===== config.mk =====
export PLATFORM = sky130hd
export DESIGN_NAME = fsm_progress_monitor
export DESIGN_NICKNAME = d
export VERILOG_FILES = /design/src/rtl/fsm_mon_pkg.sv /design/src/rtl/fsm_mon_evt_fifo.sv /design/src/rtl/fsm_progress_monitor.sv
export SDC_FILE = /design/constraint.sdc
export NUM_CORES = 1
export LEC_CHECK = 0
export CORE_MARGIN = 2
export CORE_UTILIZATION = 45
export CTS_CLUSTER_SIZE = 8
export DETAILED_ROUTE_END_ITERATION = 12
export HOLD_SLACK_MARGIN = 0.03
export PLACE_DENSITY = 0.67
export SLEW_MARGIN = 15
export SYNTH_ARGS = -nofsm -noshare
export SYNTH_HDL_FRONTEND = slang
export SYNTH_SLANG_ARGS = --single-unit

===== constraint.sdc =====
create_clock -name clk -period 10.4 [get_ports clk]
set_input_delay 2.08 -clock clk [delete_from_list [all_inputs] [get_ports clk]]
set_output_delay 2.08 -clock clk [all_outputs]
set_load 0.01 [all_outputs]

===== src/rtl/fsm_mon_pkg.sv =====
// fsm_mon_pkg: shared types for the FSM progress monitor.
// Event records are stored at fixed maximum widths (8-bit state, 32-bit stamp).
// The monitor supports STATE_W <= 8 and CNT_W <= 32.
package fsm_mon_pkg;

    localparam int EVT_DEPTH   = 2;
    localparam int EVT_STATE_W = 8;
    localparam int EVT_STAMP_W = 32;

    typedef enum logic [2:0] {
        EVT_NONE      = 3'd0,
        ILLEGAL_TRANS = 3'd1,
        OUT_MISMATCH  = 3'd2,
        STUCK         = 3'd3
    } evt_code_e;

    typedef enum logic [1:0] {
        IDLE,
        ARM,
        RUN,
        STK
    } mon_state_e;

    typedef struct packed {
        evt_code_e               code;
        logic [EVT_STATE_W-1:0]  state;
        logic [EVT_STAMP_W-1:0]  stamp;
    } mon_evt_t;

    // Highest-priority detection wins: ILLEGAL > OUT_MISMATCH > STUCK
    function automatic evt_code_e pick_code(input logic ill, input logic mm);
        if (ill)
            return ILLEGAL_TRANS;
        else if (mm)
            return OUT_MISMATCH;
        else
            return STUCK;
    endfunction

endpackage


===== src/rtl/fsm_mon_evt_fifo.sv =====
// fsm_mon_evt_fifo: small FIFO of monitor events.
// A push into a full FIFO is accepted only when a pop happens in the same cycle.
module fsm_mon_evt_fifo
    import fsm_mon_pkg::*;
(
    input  logic     clk,
    input  logic     rst,
    input  logic     flush,
    input  logic     push,
    input  mon_evt_t din,
    input  logic     pop,
    output mon_evt_t dout,
    output logic     full,
    output logic     empty
);

    localparam int PW = (EVT_DEPTH > 1) ? $clog2(EVT_DEPTH) : 1;
    localparam logic [PW-1:0] LAST = PW'(EVT_DEPTH - 1);
    localparam logic [PW:0]   DEPTH_C = (PW + 1)'(EVT_DEPTH);

    mon_evt_t        mem [EVT_DEPTH];
    logic [PW-1:0]   rd_ptr;
    logic [PW-1:0]   wr_ptr;
    logic [PW:0]     count;
    logic            do_pop;
    logic            do_push;

    assign full    = (count == DEPTH_C);
    assign empty   = (count == '0);
    assign do_pop  = pop && !empty;
    assign do_push = push && (!full || do_pop);
    assign dout    = mem[rd_ptr];

    // Pointer and occupancy tracking; flush drops all queued entries
    always_ff @(posedge clk) begin
        if (rst || flush) begin
            rd_ptr <= '0;
            wr_ptr <= '0;
            count  <= '0;
        end else begin
            if (do_push)
                wr_ptr <= (wr_ptr == LAST) ? '0 : wr_ptr + 1'b1;
            if (do_pop)
                rd_ptr <= (rd_ptr == LAST) ? '0 : rd_ptr + 1'b1;
            if (do_push && !do_pop)
                count <= count + 1'b1;
            else if (do_pop && !do_push)
                count <= count - 1'b1;
        end
    end

    // Entry storage, zeroed on reset so the head reads as 0 after rst
    always_ff @(posedge clk) begin
        if (rst) begin
            for (int unsigned i = 0; i < EVT_DEPTH; i++)
                mem[i] <= '0;
        end else if (do_push) begin
            mem[wr_ptr] <= din;
        end
    end

endmodule


===== src/rtl/fsm_progress_monitor.sv =====
// fsm_progress_monitor: watches a sequencing FSM's state/out for illegal
// transitions, misplaced out pulses and dead-end dwelling; queues timestamped
// events on a valid/ready stream and keeps summary counters.
// Optional: define FSM_MON_COVER_EN to build the visited-state bitmap cov_map.
module fsm_progress_monitor
    import fsm_mon_pkg::*;
#(
    parameter int STATE_W        = 2,
    parameter int STUCK_LIMIT    = 8,
    parameter int PULSE_STATE    = 2,
    parameter int TERMINAL_STATE = 3,
    parameter int TERMINAL_OK    = 0,
    parameter int CNT_W          = 16
)(
    input  logic                  clk,
    input  logic                  rst,
    input  logic                  mon_en,
    input  logic                  clr,
    input  logic [STATE_W-1:0]    st_in,
    input  logic                  out_in,
    output logic                  evt_valid,
    input  logic                  evt_ready,
    output logic [2:0]            evt_code,
    output logic [STATE_W-1:0]    evt_state,
    output logic [CNT_W-1:0]      evt_stamp,
    output logic                  stuck,
    output logic                  overflow,
    output logic [CNT_W-1:0]      pulse_cnt,
    output logic [7:0]            err_cnt,
    output logic [2**STATE_W-1:0] cov_map
);

    localparam logic [7:0]         LIMIT   = 8'(STUCK_LIMIT);
    localparam logic [STATE_W-1:0] PULSE_S = STATE_W'(PULSE_STATE);
    localparam logic [STATE_W-1:0] TERM_S  = STATE_W'(TERMINAL_STATE);

    mon_state_e         mstate;
    mon_state_e         mstate_nxt;
    logic [STATE_W-1:0] prev;
    logic [7:0]         dwell;
    logic [7:0]         dwell_cur;
    logic [CNT_W-1:0]   ts;
    logic               checking;
    logic               same;
    logic               exp_out;
    logic               terminal;
    logic               ill;
    logic               mm;
    logic               stk;
    logic               pulse_ok;
    logic               push;
    logic               pop;
    logic               full;
    logic               empty;
    logic [1:0]         ndet;
    logic [8:0]         err_sum;
    mon_evt_t           push_evt;
    mon_evt_t           head;
    logic               evt_unused;

    // Detection logic: all checks compare against the registered previous sample
    always_comb begin
        same     = (st_in == prev);
        checking = mon_en && !clr && (mstate == RUN || mstate == STK);
        if (!same)
            dwell_cur = 8'd1;
        else if (dwell == LIMIT)
            dwell_cur = dwell;
        else
            dwell_cur = dwell + 8'd1;
        exp_out  = (st_in == PULSE_S) && (prev != PULSE_S);
        terminal = (TERMINAL_OK != 0) && (st_in == TERM_S);
        ill      = checking && !same && ({1'b0, st_in} != ({1'b0, prev} + 1'b1));
        mm       = checking && (out_in != exp_out);
        stk      = checking && (mstate == RUN) && (dwell_cur == LIMIT) && !terminal;
        pulse_ok = checking && out_in && !mm;
        ndet     = {1'b0, ill} + {1'b0, mm} + {1'b0, stk};
        push     = ill || mm || stk;
        err_sum  = {1'b0, err_cnt} + {7'd0, ndet};
        push_evt       = '0;
        push_evt.code  = pick_code(ill, mm);
        push_evt.state = EVT_STATE_W'(st_in);
        push_evt.stamp = EVT_STAMP_W'(ts);
    end

    // Monitor FSM next state; disabling wins over clr, clr re-arms
    always_comb begin
        mstate_nxt = mstate;
        if (!mon_en) begin
            mstate_nxt = IDLE;
        end else if (clr) begin
            mstate_nxt = ARM;
        end else begin
            case (mstate)
                IDLE:    mstate_nxt = ARM;
                ARM:     mstate_nxt = RUN;
                RUN:     if (stk) mstate_nxt = STK;
                STK:     if (!same) mstate_nxt = RUN;
                default: mstate_nxt = IDLE;
            endcase
        end
    end

    // Monitor FSM state register
    always_ff @(posedge clk) begin
        if (rst)
            mstate <= IDLE;
        else
            mstate <= mstate_nxt;
    end

    // Previous sample and dwell counter; ARM captures the first sample as dwell 1
    always_ff @(posedge clk) begin
        if (rst || !mon_en || clr) begin
            prev  <= '0;
            dwell <= '0;
        end else begin
            case (mstate)
                ARM: begin
                    prev  <= st_in;
                    dwell <= 8'd1;
                end
                RUN, STK: begin
                    prev  <= st_in;
                    dwell <= dwell_cur;
                end
                default: begin
                    prev  <= '0;
                    dwell <= '0;
                end
            endcase
        end
    end

    // Free-running saturating timestamp, unaffected by clr
    always_ff @(posedge clk) begin
        if (rst)
            ts <= '0;
        else if (ts != '1)
            ts <= ts + 1'b1;
    end

    // Summary counters and sticky overflow
    always_ff @(posedge clk) begin
        if (rst || clr) begin
            pulse_cnt <= '0;
            err_cnt   <= '0;
            overflow  <= 1'b0;
        end else begin
            if (pulse_ok && pulse_cnt != '1)
                pulse_cnt <= pulse_cnt + 1'b1;
            err_cnt <= err_sum[8] ? 8'hFF : err_sum[7:0];
            if (push && full && !pop)
                overflow <= 1'b1;
        end
    end

    fsm_mon_evt_fifo u_fifo (
        .clk   (clk),
        .rst   (rst),
        .flush (clr),
        .push  (push),
        .din   (push_evt),
        .pop   (pop),
        .dout  (head),
        .full  (full),
        .empty (empty)
    );

    assign evt_valid  = !empty;
    assign pop        = evt_valid && evt_ready;
    assign evt_code   = head.code;
    assign evt_state  = head.state[STATE_W-1:0];
    assign evt_stamp  = head.stamp[CNT_W-1:0];
    assign evt_unused = ^{head.state, head.stamp};
    assign stuck      = (mstate == STK);

`ifdef FSM_MON_COVER_EN
    logic [2**STATE_W-1:0] cov_q;

    // Visited-state bitmap over every armed or checking cycle
    always_ff @(posedge clk) begin
        if (rst || clr)
            cov_q <= '0;
        else if (mon_en && mstate != IDLE)
            cov_q[st_in] <= 1'b1;
    end

    assign cov_map = cov_q;
`else
    assign cov_map = '0;
`endif

endmodule

==> results_dict.tcl <==
set metrics [dict create \
    run_status "finished, final reports clean" \
    critPathBufInv 2 \
    wl_per_cell_um 14.9 \
    crit_required_ps 10400 \
    cts_root_buf "clkbuf_8" \
    cp_top_family "simple AND/OR/NAND/NOR gates" \
    hold_path.class "reg2reg" \
    buffer_ports.inserted 54 \
    routed_wl_mm 9.63 \
    rows 37 \
    antenna_violations_before_repair 0 \
    num_antenna_cells 0 \
    clk-insertion-delay-late_ps 380 \
    fin_crit_sh_pct 52.5 \
    layout_nets 524 \
    drt_pass1_iterations 4 \
    die_area_um2 11400 \
    maxSlewHeadroom_pct 40.3 \
    num_vias 3490 \
    cts_num_sinks 98 \
    setup-tns-final_ps 0 \
    cts-hold-fix-buffers 0 \
    seq_area_frac_synth_pct 49.6 \
    synth.ff_latch_count 98 \
    static-leakage-power_uw 0.00190 \
    grt_util_all_layers_pct 18.1 \
    critical_path.cell_chain "clkdlybuf4s50_1 > xnor2_1 > nand2_1 > or4_1 > or4_4 > a21o_1 > inv_1 > a21o_1" \
    rsz0062_at_grt "no" \
    die_width_um 107 \
    clock_path_buffers 2 \
    cts_made_buffers 9 \
    grt_remaining_overflow 0 \
    synth.area.top_cells "edfxtp_1 25%, dfxtp_1 24%, mux2_2 4.7%, nor4b_1 3.9%, xnor2_1 3.7%" \
    timing.critical_path.slowest_stage_cell "a21o_1" \
    synth.yosys.warnings 0 \
    max-vdd-ir-drop_mv 0.0604 \
    synth_area_um2 4760 \
    post-dp-hpwl_mm 6.52 \
    clock_skew_ps 14.0 \
    synthDominantCellAreaShare_pct 25.2 \
    power.density_nw_per_um2 124 \
    post-route-cell-area_um2 5570 \
    end_kind "flip-flop" \
    gpl.final_weighted_congestion 0.849 \
    worst_ep_arrival_time_ps 5470 \
    start_kind "input port" \
    start_util_pct 46.3 \
    synthDistinctLibCells 50 \
    largest_net_degree_at_the_start_of_global_routing 46 \
    slew_violations 0 \
    io_pins 60 \
    share_of_cells_above_drive_strength_1_pct 9.41 \
    async_flop_share_pct 0 \
    route.antenna.remaining_nets 0 \
    timing.final.crit_period_ps 5460 \
    dr_vias_cell 5.40 \
    timing.final.ws_setup_ps 4940 \
    clk_pin_slew_worst_paths_ps 90 \
    synthToLayoutAreaGrowth_pct 17.0 \
    finalHoldViolations 0 \
    detailed_place.area_um2 5370 \
    first_global_vias 3391 \
    critical_path_class "in2reg" \
    drt_drc_violations_left 0 \
    final-setup-viol-count 0 \
    synth_area_leader_cell "edfxtp_1" \
    synthCells 459 \
    worst-path-max-fanout 23 \
    most_instantiated_flip_flop_cell_in_the_synthesis_netlist "dfxtp_1" \
    htree_levels 3 \
    max_clock_freq_mhz 183 \
    number_of_enable_flip_flop_cells_after_synthesis 40 \
    cts_post_setup_buffers_inserted 0 \
    post_cts_resized 0 \
    fp.coreArea_um2 10300 \
    timing.max_cap.violations 0 \
    cts_tree "done" \
    placedCellCount 630 \
    grt_first_pass_wirelength_mm 16.5 \
    dpl_worst_slack_ps 4560 \
    cpPeakStageDelay_ps 690 \
    fin_cells 646 \
    initialDrtViolationCount 148 \
    worstMarginPinSlew_ps 894 \
    floorplan.die.height_um 107 \
    syn_avg_cell_area_um2 10.4 \
    crit_path_frequent_cell "a21o_1" \
]
stage by stage:
step / util, % / power (uW) / hold WS [ps]
after floorplan: - / 437 / 461
after global placement: 52.3 / 449 / 477
after detailed placement: 52.3 / 450 / 486
after CTS: 54.2 / 700 / 505
after global routing: 54.2 / 721 / 524
final: 54.2 / 692 / 502
metal layers:
metal / part of all wire [%] / routed length (um) / global-route usage (%)
met5: 0 / 0 / 0
met2: 45 / 4300 / 26.9
met4: 2.1 / 204 / 8.26
met3: 5.2 / 497 / 3.95
met1: 48 / 4630 / 25.3
registers in the layout, summed over array words and instances (netlist names), named ones only:
name,count
dwell,8
err_cnt,8
mstate,2
overflow,1
prev,2
pulse_cnt,16
ts,16
u_fifo.count,2
u_fifo.mem,40
u_fifo.rd_ptr,1
u_fifo.wr_ptr,1
area by class of cell:
cell class	instances	area [um^2]
Inverter	12	45.0
Fill cell	937	4710
Multi-Input combinational cell	328	2240
Clock inverter	6	51.3
Sequential cell	98	2360
Timing Repair Buffer	56	556
Clock buffer	10	149
Tap cell	136	170
worst reg2reg max path, stage by stage, from the launching register on:
cell and delay (ps):
dfxtp_1 400, or4_4 590, nor3_1 260, a31oi_1 140, or4_4 490, a21o_1 450, inv_1 230, a21o_1 690
synth_stat cells, drive strengths merged (3+ instances only):
cell     n
dfxtp   58
nor2    45
edfxtp  40
and2    22
nor4b   21
a21oi   20
mux2    20
nand2   20
xnor2   20
xor2    18
nand3   17
nor3    15
clkbuf  13
buf     12
inv     12
o21ai   11
nand4   10
ha       9
and3     8
or3      8
a31oi    6
nor4     6
and4     5
a21o     4
or2      4
or4      4
mux2i    3
nand3b   3
nor3b    3
o211ai   3
power breakdown:
group	switching (uW)	leakage, uW	internal [uW]	total (uW)
Clock	145	0.000105	106	251
Sequential	3.87	0.000881	406	409
Combinational	17.7	0.000910	14.1	31.8
cell usage in the layout (no fill, tap or decap), types with 9 or more instances in the layout:
master and count:
dfxtp_1 58, clkdlybuf4s50_1 54, nor2_1 44, edfxtp_1 40, and2_1 22, nor4b_1 21, xnor2_1 20, nand2_1 20
a21oi_1 20, mux2_2 20, xor2_1 18, nand3_1 17, nor3_1 15, inv_1 12, o21ai_0 11, nand4_1 10
ha_1 9, clkbuf_8 9
final timing paths:
check	start	endpoint	slack (ps)	depth (start not counted)
max	st_in[0]	u_fifo.mem[1][17]$_SDFFCE_PN0P_	4940	8
min reg2reg	u_fifo.count[1]$_SDFFE_PP0P_	u_fifo.count[1]$_SDFFE_PP0P_	500	2
max reg2reg	dwell[4]$_SDFF_PP0_	u_fifo.mem[1][17]$_SDFFCE_PN0P_	6760	7
min	u_fifo.count[1]$_SDFFE_PP0P_	u_fifo.count[1]$_SDFFE_PP0P_	500	2
cell families (layout without fill, tap and decap cells):
group | Yosys count | in the layout | share of synthesized area, %
AOI/OAI and AO/OA | 53 | 53 | 7.18
xor gates and xnor gates | 38 | 38 | 6.99
adders and majority gates | 11 | 11 | 3.21
buffers and inverters | 37 | 84 | 3.68
DFF | 98 | 98 | 49.6
muxes | 23 | 23 | 5.36
other | 1 | 5 | 0.0788
and+or+nand+nor | 198 | 198 | 23.9
No activity file was read; power rests on OpenSTA's default activity.
